[src/rtl/uart_pkg.sv]
// Shared types and helpers for the UART transmit serializer.
// Holds the FSM state enum, parity codes, frame width and frame-length helper.
package uart_pkg;

    localparam int FRAME_W = 11;

    localparam logic [1:0] PAR_NONE  = 2'b00;
    localparam logic [1:0] PAR_ODD   = 2'b01;
    localparam logic [1:0] PAR_EVEN  = 2'b10;
    localparam logic [1:0] PAR_NONE2 = 2'b11;

    typedef enum logic [1:0] {
        IDLE,
        LOAD,
        SHIFT,
        DONE
    } state_t;

    // Number of line bits to shift for a given configuration.
    // Only the two parity-free legal shapes (7-bit + 2 stop,
    // 8-bit + 1 stop) are 10 bits; every other combination,
    // including the illegal ones, is treated as a full 11-bit
    // frame so tx_done still pulses.
    function automatic logic [3:0] frame_len(
        input logic [1:0] parity_type,
        input logic       data_length,
        input logic       stop_bits
    );
        logic w_has_par;
        w_has_par = (parity_type == PAR_ODD) ||
                    (parity_type == PAR_EVEN);
        if (!w_has_par && (data_length != stop_bits))
            return 4'd10;
        return 4'd11;
    endfunction

endpackage

[src/rtl/uart_tx_shifter.sv]
// UART transmit serializer: loads an 11-bit frame and shifts it out LSB-first.
// Ports: clk, rst (async low), baud_tick, send, frame_in[10:0], parity_type[1:0],
//        data_length, stop_bits -> tx_out, tx_active, busy, tx_done (all registered).
module uart_tx_shifter
    import uart_pkg::*;
(
    input  logic               clk,
    input  logic               rst,
    input  logic               baud_tick,
    input  logic               send,
    input  logic [FRAME_W-1:0] frame_in,
    input  logic [1:0]         parity_type,
    input  logic               data_length,
    input  logic               stop_bits,
    output logic               tx_out,
    output logic               tx_active,
    output logic               busy,
    output logic               tx_done
);

    state_t             r_state;
    state_t             w_next;
    logic [FRAME_W-1:0] r_sr;
    logic [3:0]         r_bit_cnt;
    logic               w_shift;

    always_comb begin
        w_next  = r_state;
        w_shift = 1'b0;
        case (r_state)
            IDLE: begin
                if (send)
                    w_next = LOAD;
            end
            LOAD: begin
                w_next = SHIFT;
            end
            SHIFT: begin
                if (baud_tick) begin
                    // The tick after the last bit closes that
                    // bit's full period before leaving.
                    if (r_bit_cnt == 4'd0)
                        w_next = DONE;
                    else
                        w_shift = 1'b1;
                end
            end
            DONE: begin
                w_next = IDLE;
            end
            default: begin
                w_next = IDLE;
            end
        endcase
    end

    always_ff @(posedge clk or negedge rst) begin
        if (!rst) begin
            r_state   <= IDLE;
            r_sr      <= '1;
            r_bit_cnt <= 4'd0;
            tx_out    <= 1'b1;
            tx_active <= 1'b0;
            busy      <= 1'b0;
            tx_done   <= 1'b0;
        end else begin
            r_state   <= w_next;
            busy      <= (w_next != IDLE);
            tx_active <= (w_next == LOAD) || (w_next == SHIFT);
            tx_done   <= (w_next == DONE);

            if (r_state == LOAD) begin
                r_sr      <= frame_in;
                r_bit_cnt <= frame_len(parity_type,
                                       data_length,
                                       stop_bits);
            end

            if (w_shift) begin
                tx_out    <= r_sr[0];
                r_sr      <= {1'b1, r_sr[FRAME_W-1:1]};
                r_bit_cnt <= r_bit_cnt - 4'd1;
            end else if (w_next != SHIFT) begin
                tx_out <= 1'b1;
            end
        end
    end

endmodule

[config.mk]
export PLATFORM = sky130hd
export DESIGN_NAME = uart_tx_shifter
export DESIGN_NICKNAME = d
export VERILOG_FILES = /design/src/rtl/uart_pkg.sv /design/src/rtl/uart_tx_shifter.sv
export SDC_FILE = /design/constraint.sdc
export NUM_CORES = 1
export LEC_CHECK = 0
export CAP_MARGIN = 20
export CORE_AREA = 2 2 51 53
export CTS_CLUSTER_SIZE = 12
export DETAILED_ROUTE_END_ITERATION = 8
export DIE_AREA = 0 0 53 55
export GPL_TIMING_DRIVEN = 0
export PLACE_DENSITY = 0.71
export SLEW_MARGIN = 20
export SYNTH_ARGS = -nofsm -noshare
export SYNTH_HDL_FRONTEND = slang
export SYNTH_SLANG_ARGS = --single-unit
[constraint.sdc]
create_clock -name clk -period 3.8 [get_ports clk]
set_input_delay 0.76 -clock clk [delete_from_list [all_inputs] [get_ports clk]]
set_output_delay 0.76 -clock clk [all_outputs]
set_load 0.005 [all_outputs]
==> results.cfg <==
[detailed_routing]
dr.pass1.iters = 4
drt-initial-drc-count = 3
ant_nets = 0
drc_errors = 0
avgViaCountPerCell = 5.41
vias = 752
wirelength_mm = 2.06
wl_per_cell_um = 14.8

[logic_synthesis]
synthTopCellsByArea = dfstp_2, dfrtp_1, a221o_1
seq_area_frac_synth_pct = 52.4
ys_seq_elements = 21
syn-num-nets = 107
ys.flop_type = dfstp_2
synth_cells = 83
yosysMostFrequentCell = dfstp_2
syn_area_mm2 = 0.00103
yosysWarnings = 0
synth.distinct_cells = 28
avgSynthCellArea_um2 = 12.4
synth_top_area_share_pct = 30.6
synth_largest_area_cell = dfstp_2
synthTopCellsByCount = dfstp_2, a221o_1, dfrtp_1
synth_edf_count = 0
synth-async-reset-ratio_pct = 100

[sta]
worst_slew_pin_slew_ns = 0.915
drv_slew = 0
hold_violations = 0
slew_headroom_pct = 38.8
post-route-period-util_pct = 55.3
fin_tns_setup_ns = 0
rsz0062_at_grt = no
finalClockSkew_ns = 0.00332
fmax_ghz = 0.476
period_needed_ns = 2.10
setup_violations = 0

[layout]
antenna_cells = 0
multi_input_area_um2 = 419
fin_area_mm2 = 0.00132
final-seq-area_um2 = 541
area_delta_synth_final_pct = 27.7
nets = 134
fin_cells = 139
drive_gt1_share_pct = 26.6
fillers = 221

[critical_path]
worst_path_largest_cell_delay_ns = 0.55
reg2reg_from = r_bit_cnt[0]
cp_max_fo = 2
worstSetupPathType = reg2out
path_delay_family = flip-flops
crit_path_end_kind = output pin
cp.arrival_ns = 1.34
cp.required_ns = 3.04
crit_start = tx_out
cp-start-kind = flip-flop
crit_buf_inv = 1
crit_chain = clkdlybuf4s50_1
cp_slowest_cell = dfstp_2

[clock_tree]
clock-sinks = 21
cts_made_buffers = 3
ctsHoldBuffers = 0
clockBufferDepth = 2
cts.clk_slew.worst_paths_ns = 0.12
cts_tree = done
clock_tree.root_cell = clkbuf_4
clk_latency_ns = 0.31
cts_resized = 0
htree_levels = 1
post_cts_buffers = 0

[power_and_ir_drop]
peakVddDrop_uv = 496
p_per_area_mw_per_mm2 = 694
p_leak_uw = 0.000586
p_total_uw = 913

[global_routing]
grt_pass1_wl_mm = 3.57
antenna_found_initial = 0
grt_usage_pct = 17.2
grt-ovfl-total = 0
grt_start_max_net_pins = 22
grt_pass1_vias = 773

[placement]
post-dp-hpwl_mm = 1.48
place.gp.congestion = 0.725
io_buffers = 22
placed_area_mm2 = 0.00129
dp_cells = 135

[die]
coreArea_mm2 = 0.00236
die_area_mm2 = 0.00292
rows = 18
die_h_um = 55
initial_core_util_pct = 43.6
ios = 23
die_x_um = 53

[worst_hold_path]
holdCritStartpoint = r_state[0]
hold_path.class = reg2reg

[status]
status = complete, no violations

[run]
drv_cap = 0
[power by group]
group | internal (uW) | switching, uW | total (uW) | leakage, uW
clock | 39.4 | 69.3 | 109 | 0.0000177
combinational | 215 | 169 | 384 | 0.000336
sequential | 363 | 57.6 | 421 | 0.000232
[path summary, 6_finish.rpt]
check	end	slack [ns]	cells after the start
setup / recovery	tx_out	1.70	1
hold / removal	r_state[0]	0.53	1
setup reg to reg	tx_out	1.82	9
hold reg to reg	r_state[0]	0.53	1
max in group asynchronous	r_bit_cnt[0]	2.29	1
min in group asynchronous	r_state[0]	0.95	1
[metrics by stage]
stage	setup WS [ns]	hold WS [ns]	util (%)
floorplan	2.03	0.458	-
global placement	1.53	0.483	54.5
detailed placement	1.52	0.516	54.5
CTS	1.69	0.536	55.7
global route	1.65	0.559	55.7
finish	1.70	0.532	55.7
[registers in the layout, indices dropped and copies added, names as in the netlist]
name	cells
r_state	2
r_bit_cnt	4
tx_done	1
tx_active	1
tx_out	1
busy	1
r_sr	11
[cell usage in the layout, fill, tap and decap left out, types with 3 or more instances in the layout]
cell             count
clkdlybuf4s50_1     22
clkbuf_4             3
dfstp_2             12
and3_1               7
nor2b_1              3
dfrtp_1              9
ha_1                 5
and3_2               4
a221o_1             11
inv_1                6
[cell families after synthesis]
| family | Yosys count | share of synthesized area [%] |
|---|---|---|
| AND/OR/NAND/NOR | 22 | 14.1 |
| flip-flops | 21 | 52.4 |
| AO/OA/AOI/OAI | 20 | 16.9 |
| buffers and inverters | 11 | 6.92 |
| adder cells (fa/ha/maj) | 5 | 6.07 |
| XOR/XNOR | 3 | 2.55 |
| multiplexers | 1 | 1.09 |
[final cells by class]
| cell class | count | area share (%) |
|---|---|---|
| Buffer | 5 | 3.71 |
| Clock inverter | 1 | 0.380 |
| Clock buffer | 3 | 1.71 |
| Timing Repair Buffer | 22 | 16.7 |
| Tap cell | 30 | 2.85 |
| Inverter | 6 | 1.71 |
| Sequential cell | 21 | 41.1 |
| Multi-Input combinational cell | 51 | 31.8 |
[layer usage]
metal	GRT usage, %	up-vias	part of all wire (%)
met5	0	-	0
met4	5.13	0	1.4
met3	6.99	4	6.5
met2	28.3	17	49
met1	20.6	367	43
li1	-	364	-
(Power assumes the default switching activity.)
